File: src/rtl/flash_playback_ctrl.sv
// Flash playback controller: fetches 32-bit words from flash over an
// Avalon-MM read master and plays them back as two 16-bit samples per word,
// one sample per sample_tick, with forward/backward wrap and restart.
module flash_playback_ctrl #(
   parameter int                    ADDR_WIDTH = 23,
   parameter logic [ADDR_WIDTH-1:0] LAST_ADDR  = 23'h7FFFF
) (
   input  logic                  clk50M,
   input  logic                  reset,
   input  logic                  sample_tick,
   input  logic                  play,
   input  logic                  dir,
   input  logic                  restart,
   output logic                  flash_mem_read,
   output logic [ADDR_WIDTH-1:0] flash_mem_address,
   output logic [3:0]            flash_mem_byteenable,
   input  logic                  flash_mem_waitrequest,
   input  logic [31:0]           flash_mem_readdata,
   input  logic                  flash_mem_readdatavalid,
   output logic [15:0]           audio_sample,
   output logic                  sample_valid,
   output logic                  busy,
   output logic                  tick_overrun
);

   localparam logic [1:0] ST_IDLE = 2'd0;
   localparam logic [1:0] ST_REQ  = 2'd1;
   localparam logic [1:0] ST_WAIT = 2'd2;

   logic [1:0]            state;
   logic [ADDR_WIDTH-1:0] addr;
   logic                  half_pending;
   logic                  word_dir;
   logic                  restart_pending;
   logic [31:0]           word;
   logic [ADDR_WIDTH-1:0] reload_addr;

   // Next address in the given direction, wrapping inside [0, LAST_ADDR].
   function automatic logic [ADDR_WIDTH-1:0] step_addr(input logic [ADDR_WIDTH-1:0] a,
                                                       input logic back);
      if (back)
         return (a == '0) ? LAST_ADDR : a - ADDR_WIDTH'(1);
      else
         return (a == LAST_ADDR) ? '0 : a + ADDR_WIDTH'(1);
   endfunction

   assign reload_addr          = dir ? LAST_ADDR : '0;
   assign flash_mem_address    = addr;
   assign flash_mem_byteenable = 4'hF;

   // Playback FSM: tick handling, Avalon read handshake, half-word selection
   // and address stepping. word_dir is frozen per word so a dir change while a
   // half is pending only affects the next fetch.
   always_ff @(posedge clk50M) begin
      if (reset) begin
         state           <= ST_IDLE;
         addr            <= '0;
         half_pending    <= 1'b0;
         word_dir        <= 1'b0;
         restart_pending <= 1'b0;
         word            <= '0;
         flash_mem_read  <= 1'b0;
         audio_sample    <= '0;
         sample_valid    <= 1'b0;
         busy            <= 1'b0;
         tick_overrun    <= 1'b0;
      end else begin
         sample_valid <= 1'b0;
         tick_overrun <= 1'b0;
         case (state)
            ST_IDLE: begin
               // restart wins over a coincident tick; that tick is simply lost
               if (restart) begin
                  addr         <= reload_addr;
                  half_pending <= 1'b0;
               end else if (sample_tick && play) begin
                  if (half_pending) begin
                     audio_sample <= word_dir ? word[15:0] : word[31:16];
                     sample_valid <= 1'b1;
                     half_pending <= 1'b0;
                     addr         <= step_addr(addr, word_dir);
                  end else begin
                     word_dir       <= dir;
                     flash_mem_read <= 1'b1;
                     busy           <= 1'b1;
                     state          <= ST_REQ;
                  end
               end
            end
            ST_REQ: begin
               if (restart)     restart_pending <= 1'b1;
               if (sample_tick) tick_overrun    <= 1'b1;
               // read and address stay put until the slave accepts
               if (!flash_mem_waitrequest) begin
                  flash_mem_read <= 1'b0;
                  state          <= ST_WAIT;
               end
            end
            ST_WAIT: begin
               if (sample_tick) tick_overrun <= 1'b1;
               if (flash_mem_readdatavalid) begin
                  word  <= flash_mem_readdata;
                  busy  <= 1'b0;
                  state <= ST_IDLE;
                  if (restart_pending || restart) begin
                     // data from before the restart is stale: drop it
                     addr            <= reload_addr;
                     half_pending    <= 1'b0;
                     restart_pending <= 1'b0;
                  end else begin
                     audio_sample <= word_dir ? flash_mem_readdata[31:16]
                                              : flash_mem_readdata[15:0];
                     sample_valid <= 1'b1;
                     half_pending <= 1'b1;
                  end
               end else if (restart) begin
                  restart_pending <= 1'b1;
               end
            end
            default: begin
               state          <= ST_IDLE;
               flash_mem_read <= 1'b0;
               busy           <= 1'b0;
            end
         endcase
      end
   end

endmodule

File: config.mk
export PLATFORM = sky130hd
export DESIGN_NAME = flash_playback_ctrl
export DESIGN_NICKNAME = d
export VERILOG_FILES = /design/src/rtl/flash_playback_ctrl.sv
export SDC_FILE = /design/constraint.sdc
export NUM_CORES = 1
export LEC_CHECK = 0
export ABC_AREA = 1
export BUFFER_PORTS_ARGS = -buffer_cell sky130_fd_sc_hd__buf_4
export CAP_MARGIN = 20
export CORE_ASPECT_RATIO = 1.25
export CORE_MARGIN = 4
export CORE_UTILIZATION = 50
export DETAILED_ROUTE_END_ITERATION = 10
export HOLD_SLACK_MARGIN = 0.06
export PLACE_DENSITY = 0.7
export SYNTH_ARGS = -nofsm -noshare
export SYNTH_HDL_FRONTEND = slang
export SYNTH_SLANG_ARGS = --single-unit
File: constraint.sdc
create_clock -name clk50M -period 3.2 [get_ports clk50M]
set_clock_uncertainty 0.1 [all_clocks]
set_input_delay 0.64 -clock clk50M [delete_from_list [all_inputs] [get_ports clk50M]]
set_output_delay 0.64 -clock clk50M [all_outputs]
set_load 0.005 [all_outputs]
==> summary.txt, run 1 <==
Place
  – # placed instances: 981
  – GPL Wtd Cong: 1.00
  – Number of buffers added on ports: 82
  – DP HPWL: 11.3 mm
  – Placed cell area: 5680 sq um

Power and ir drop
  – Switching Fraction: 47.1%
  – Max IR drop VDD: 442 uV
  – Sw power: 2.57 mW
  – Internal power: 2.88 mW
  – Gate power share: 51.2%
  – Pwr Density: 904 nW/um^2
  – Sequential Power Share: 26.6%
  – Clock power share: 22.2%
  – Pleak: 2.44 nW

GRT
  – Gr usage total: 26.8%
  – Initial antenna violation count: 0
  – Largest net degree at the start of global routing: 81
  – Overflow after GRT: 0
  – Vias in the first global route: 5370
  – First-pass GRT wire length: 25.8 mm

Worst setup path
  – Worst Path Arrival: 2710 ps
  – Reg2reg end: flash_mem_address[11]$_SDFFE_PP0P_
  – FF-to-FF path depth: 11
  – Launch point of the worst reg-to-reg path: state[0]$_SDFFE_PP0P_
  – CP Data Required Time: 3370 ps
  – Worst path cell trace: inv_1 > ha_1 > inv_2 > nor2_1 > inv_2 > nor2_1 > nor2_1 > inv_2 > nor2_4 > o21ai_1 > a21oi_1
  – CP Capture Type: flip-flop
  – CP Launch Type: flip-flop
  – CP max-delay cell: nor2_4
  – Worst-path maximum fanout: 26
  – R2R setup slack: 660 ps
  – CP max stage delay: 470 ps
  – Setup CP Type: reg -> reg

Run status
  – Status: completed

Route
  – Max layer used: met4
  – 1st-pass router iterations: 5
  – ANT nets after route: 0
  – # DRC: 0
  – DR vias/cell: 5.75
  – WL/cell: 16.1 um
  – Wl on met1: 6.06 mm
  – DRT iter0 DRCs: 457
  – Metal3 WL: 1.23 mm
  – Routed via count: 5734
  – Routed WL: 16.1 mm
  – Met2 Wirelength: 8.04 mm

Cells and area
  – Final net count: 909
  – Antenna Cells: 0
  – Area Overhead vs Synth: 17.8%
  – Final cell count without fillers: 997
  – Commonest non-fill, non-tap cell in the layout: nand2_1
  – Commonest cells after routing, fill and taps aside: nand2_1 (227), nor2_1 (96), buf_4 (89), a21oi_1 (81), dfxtp_1 (79)
  – Final instance area: 6020 sq um
  – Post-Route Utilization: 59.9%
  – Layout cells sized above 1: 16.8%

Synthesis
  – Post-synth cell types: 35
  – Yosys Warn Count: 0
  – Post-synth EDFFs: 0
  – Top post-synthesis cells by area: dfxtp_1 (31%), nand2_1 (17%), a21oi_1 (7.9%)
  – Post-synth ARST share: 0%
  – Register area share after synthesis: 31.3%
  – Synth Flop Type: dfxtp_1
  – Synthesized area: 5110 sq um
  – Area leader, netlist: dfxtp_1
  – Post-Syn Area per Cell: 6.31 sq um
  – Top-area cell type share of the netlist area: 31.3%
  – Synth Register Bits: 80
  – Mapped Cells: 810

STA
  – Worst slew pin tran: 1020 ps
  – Clock period minus worst slack: 2540 ps
  – Slew Limit Fails: 0
  – Max-slew headroom: 32.1%
  – Unrepaired setup endpoints after global routing: no
  – F_max: 394 MHz
  – Final Hold Viols: 0
  – Setup total negative slack: 0 ps
  – Fin crit share: 79.4%
  – # setup viols final: 0

Clock network
  – H-tree depth: 3
  – CTS tree: done
  – Root Buffer: clkbuf_16
  – Post-cts sizing count: 0
  – Clk_lat worst skew: 340 ps
  – Clock tree buffer depth: 2
  – Clock-pin slew on the worst setup and hold paths: 60 ps
  – Post-CTS setup buffers: 0
  – CTS sink cnt: 80
  – Number of buffers created by CTS: 9
  – CTS Hold Buffers Added: 0

Die
  – Row count: 41
  – I/O pin count: 87
  – Chip Width: 98.4 um
  – Die H: 121 um
  – Die area: 11900 sq um
  – Initial Utilization: 50.8%
  – Core ar.: 10100 sq um

Hold path
  – Hold/Removal Path Class: reg -> reg
  – Hold Path End: word[8]$_SDFFE_PP0P_
  – Hold wc startpoint: word[8]$_SDFFE_PP0P_
  – Hold depth: 2

Job
  – Maximum Capacitance Violations: 0
-- worst max-delay path: cells and delay by family (launching register included) --
kind                       cells  cell delay, ps
DFF                            1             350
and+or+nand+nor                4             760
AOI/OAI and AO/OA              2             280
buffers and inverters          4             730
adders and majority gates      1             240
-- Yosys cell counts, types with 5 or more instances --
library cell  number
a21oi_1           81
buf_2             13
buf_4              6
buf_6              7
clkbuf_1          24
dfxtp_1           80
ha_1               6
inv_1             49
inv_2              7
nand2_1          227
nand3_1           50
nand4_1           24
nor2_1            96
nor2_2            11
nor2_4             8
nor3_1            11
o21ai_0           51
o21ai_1            5
o22ai_1           16
xor2_1             9
-- final cells by class --
class / count / area [sq um]
Tap cell: 129 / 161
Sequential cell: 80 / 1600
Timing Repair Buffer: 89 / 668
Fill cell: 970 / 4030
Inverter: 56 / 210
Clock buffer: 11 / 243
Clock inverter: 5 / 104
Multi-Input combinational cell: 627 / 3030
-- routing by layer --
| layer | GRT usage (%) | up-vias |
|---|---|---|
| met5 | 0 | - |
| met4 | 16.1 | 0 |
| met3 | 4.54 | 56 |
| met2 | 45.9 | 267 |
| met1 | 31.2 | 2644 |
| li1 | - | 2767 |
-- cell families after synthesis --
kind of cell / count (synthesis) / synth area share (%)
and+or+nand+nor: 440 / 38.2
AOI/OAI and AO/OA: 166 / 17.5
buffers and inverters: 106 / 9.57
DFF: 80 / 31.3
xor gates and xnor gates: 11 / 1.88
adders and majority gates: 6 / 1.47
other: 1 / 0.0734
-- worst max-delay path by stage --
stage,from,endpoint,depth (start not counted)
2_1_floorplan,flash_mem_address[0]$_SDFFE_PP0P_,flash_mem_address[17]$_SDFFE_PP0P_,12
3_3_place_gp,state[0]$_SDFFE_PP0P_,flash_mem_address[11]$_SDFFE_PP0P_,11
3_5_place_dp,state[0]$_SDFFE_PP0P_,flash_mem_address[11]$_SDFFE_PP0P_,11
4_1_cts,state[0]$_SDFFE_PP0P_,flash_mem_address[11]$_SDFFE_PP0P_,11
5_1_grt,state[0]$_SDFFE_PP0P_,flash_mem_address[11]$_SDFFE_PP0P_,11
6_report,state[0]$_SDFFE_PP0P_,flash_mem_address[11]$_SDFFE_PP0P_,11
-- per-stage QoR --
stage	worst slack, ps	power [mW]	hold slack (ps)
after floorplan	1380	3.42	340
after global placement	738	4.15	348
after detailed placement	688	4.20	354
after CTS	665	5.42	363
after global routing	470	5.83	373
final	660	5.45	362
-- power groups by stage --
stage | clock, mW | combinational [mW] | sequential, mW
floorplan | 0 | 2.08 | 1.34
global placement | 0 | 2.69 | 1.46
detailed placement | 0 | 2.74 | 1.46
CTS | 1.23 | 2.75 | 1.44
global route | 1.26 | 3.08 | 1.48
finish | 1.21 | 2.79 | 1.45
-- state kept, by name, summed over array words and instances (netlist names) --
register           flops
audio_sample          16
busy                   1
flash_mem_address     23
flash_mem_read         1
half_pending           1
restart_pending        1
sample_valid           1
state                  2
tick_overrun           1
word                  32
word_dir               1
Note: power is estimated with default switching activity, not from simulation.
==> run 2, diff against run 1 <==
PLACE_DENSITY = 0.73   (was 0.7)
clock period = 2.3 ns   (was 3.2 ns; I/O delays follow)
==> summary.txt, run 2 (same netlist as run 1, synthesis figures left out) <==
Power and ir drop
  – Final Power: 7.62 mW (was 5.45 mW)
  – Pleak: 2.49 nW (was 2.44 nW)
  – Pwr Density: 1250 nW/um^2 (was 904 nW/um^2)
  – Max IR drop VDD: 755 uV (was 442 uV)

Die
  – Chip Width: 98.4 um (unchanged)
  – Die H: 121 um (unchanged)
  – Initial Utilization: 50.8% (unchanged)
  – Row count: 41 (unchanged)
  – Die area: 11900 sq um (unchanged)
  – Core ar.: 10100 sq um (unchanged)
  – I/O pin count: 87 (unchanged)

Cells and area
  – Area Overhead vs Synth: 19.7% (was 17.8%)
  – Commonest cells after routing, fill and taps aside: nand2_1 (227), buf_4 (99), nor2_1 (95), a21oi_1 (81), dfxtp_1 (78) (was nand2_1 (227), nor2_1 (96), buf_4 (89), a21oi_1 (81), dfxtp_1 (79))
  – Fill cells: 1002 (was 970)
  – Commonest non-fill, non-tap cell in the layout: nand2_1 (unchanged)
  – Biggest register: word (unchanged)
  – Antenna Cells: 0 (unchanged)
  – Multi-input logic area: 3040 sq um (was 3030 sq um)
  – Final net count: 920 (was 909)
  – Final cell count without fillers: 1008 (was 997)
  – Layout cells sized above 1: 18.4% (was 16.8%)
  – Number of flip-flops under the largest register name: 32 (unchanged)
  – FF/Latch Area: 1600 sq um (about the same)

STA
  – Unrepaired setup endpoints after global routing: no (unchanged)
  – Final Hold Viols: 0 (unchanged)
  – F_max: 470 MHz (was 394 MHz)
  – Final worst setup slack: 170 ps (was 660 ps)
  – # setup viols final: 0 (unchanged)
  – Slew Limit Fails: 0 (unchanged)
  – Setup total negative slack: 0 ps (unchanged)
  – Worst slew pin tran: 497 ps (was 1020 ps)
  – Clock period minus worst slack: 2130 ps (was 2540 ps)
  – Max-slew headroom: 66.6% (was 32.1%)
  – Fin crit share: 92.6% (was 79.4%)
  – Fin Hold WS: 241 ps (was 362 ps)

Place
  – Dpl ws: 106 ps (was 688 ps)
  – # placed instances: 992 (was 981)
  – Number of buffers added on ports: 82 (unchanged)
  – GPL Wtd Cong: 0.969 (was 1.00)
  – DP HPWL: 11.4 mm (was 11.3 mm)

Worst setup path
  – Critical path buffers and inverters: 1 (was 4)
  – Origin of the worst setup path: flash_mem_address[1]$_SDFFE_PP0P_ (was state[0]$_SDFFE_PP0P_)
  – CP Capture Type: flip-flop (unchanged)
  – Worst path cell trace: ha_2 > nand2_1 > nor2_4 > nand2_4 > nor2_4 > nand3_4 > nand2_4 > inv_2 > nand2_1 > nand3_1 > nand2_1 > a21oi_1 (was inv_1 > ha_1 > inv_2 > nor2_1 > inv_2 > nor2_1 > nor2_1 > inv_2 > nor2_4 > o21ai_1 > a21oi_1)
  – CP Data Required Time: 2430 ps (was 3370 ps)
  – Launch point of the worst reg-to-reg path: flash_mem_address[1]$_SDFFE_PP0P_ (was state[0]$_SDFFE_PP0P_)
  – Worst-path maximum fanout: 6 (was 26)
  – CP Launch Type: flip-flop (unchanged)
  – CP max stage delay: 450 ps (was 470 ps)
  – R2R setup slack: 170 ps (was 660 ps)
  – Worst Path Arrival: 2250 ps (was 2710 ps)
  – Cell with the most instances on the worst path: nand2_1
  – CP max-delay cell: dfxtp_1 (was nor2_4)
  – Setup CP Type: reg -> reg (unchanged)
  – Top cell family by delay on the critical path: simple AND/OR/NAND/NOR gates (unchanged)

Route
  – DRT iter0 DRCs: 323 (was 457)
  – Routed WL: 16.1 mm (about the same)
  – # DRC: 0 (unchanged)
  – WL/cell: 15.9 um (was 16.1 um)
  – DR vias/cell: 5.61 (was 5.75)
  – ANT nets after route: 0 (unchanged)
  – Routed via count: 5653 (was 5734)
  – 1st-pass router iterations: 5 (unchanged)

Clock network
  – Clk_lat worst skew: 340 ps (about the same)
  – Post-CTS setup buffers: 0 (unchanged)
  – CTS tree: done (unchanged)
  – H-tree depth: 3 (unchanged)
  – Clock tree buffer depth: 2 (unchanged)
  – Number of buffers created by CTS: 9 (unchanged)
  – CTS sink cnt: 80 (unchanged)
  – Root Buffer: clkbuf_16 (unchanged)
  – Clock-pin slew on the worst setup and hold paths: 70 ps (was 60 ps)

GRT
  – Overflow after GRT: 0 (unchanged)
  – Largest net degree at the start of global routing: 50 (was 81)
  – Vias in the first global route: 5523 (was 5370)
  – First-pass GRT wire length: 25.8 mm (about the same)
  – Gr usage total: 26.5% (was 26.8%)
  – Initial antenna violation count: 0 (unchanged)

Job
  – Maximum Capacitance Violations: 0 (unchanged)

Hold path
  – Hold/Removal Path Class: in -> reg (was reg -> reg)
  – Hold wc startpoint: sample_tick (was word[8]$_SDFFE_PP0P_)

Run status
  – Status: completed (unchanged)
## run 2: routing by layer
metal | wire length, um | global-route usage, %
met3 | 1080 | 4.77
met4 | 605 | 14.7
met5 | 0 | 0
met1 | 6300 | 30.4
met2 | 8070 | 46.2
## run 2: metrics by stage
step | utilization (%) | instance area [sq um]
after global placement | 57.4 | 5770
final | 60.9 | 6120
after CTS | 60.8 | 6110
after global routing | 60.9 | 6120
after detailed placement | 57.4 | 5770
after floorplan | - | 5120
## run 2: cell type report
type	instances	share of cell area, %
Clock buffer	9	3.68
Clock inverter	7	1.86
Inverter	56	3.50
Multi-Input combinational cell	627	49.6
Sequential cell	80	26.2
Tap cell	129	2.64
Timing Repair Buffer	100	12.5
## run 2: final timing paths
path / end / cells past startpoint
setup / recovery: flash_mem_address[17]$_SDFFE_PP0P_ / 12
hold / removal: tick_overrun$_SDFF_PP0_ / 3
setup reg to reg: flash_mem_address[17]$_SDFFE_PP0P_ / 12
hold reg to reg: word[0]$_SDFFE_PP0P_ / 2
## run 2: report_power, final
group | leakage, nW | switching, mW | internal [mW]
Clock | 0.165 | 0.659 | 0.976
Combinational | 1.67 | 2.58 | 1.38
Sequential | 0.650 | 0.385 | 1.64
Total | 2.49 | 3.63 | 3.99
## run 2: worst reg2reg max path, delay by kind of cell (launching register included)
| kind | cells | cell delay [ps] |
|---|---|---|
| buffers and inverters | 1 | 60 |
| AND/OR/NAND/NOR | 9 | 1080 |
| adder cells (fa/ha/maj) | 1 | 290 |
| AO/OA/AOI/OAI | 1 | 60 |
| flip-flops | 1 | 450 |
## run 2: repair_timing
item | 4_1_cts | 5_1_grt
hold buffers | 0 | 0
resized for setup | 0 | 4
setup endpoints to repair | 0 | 13
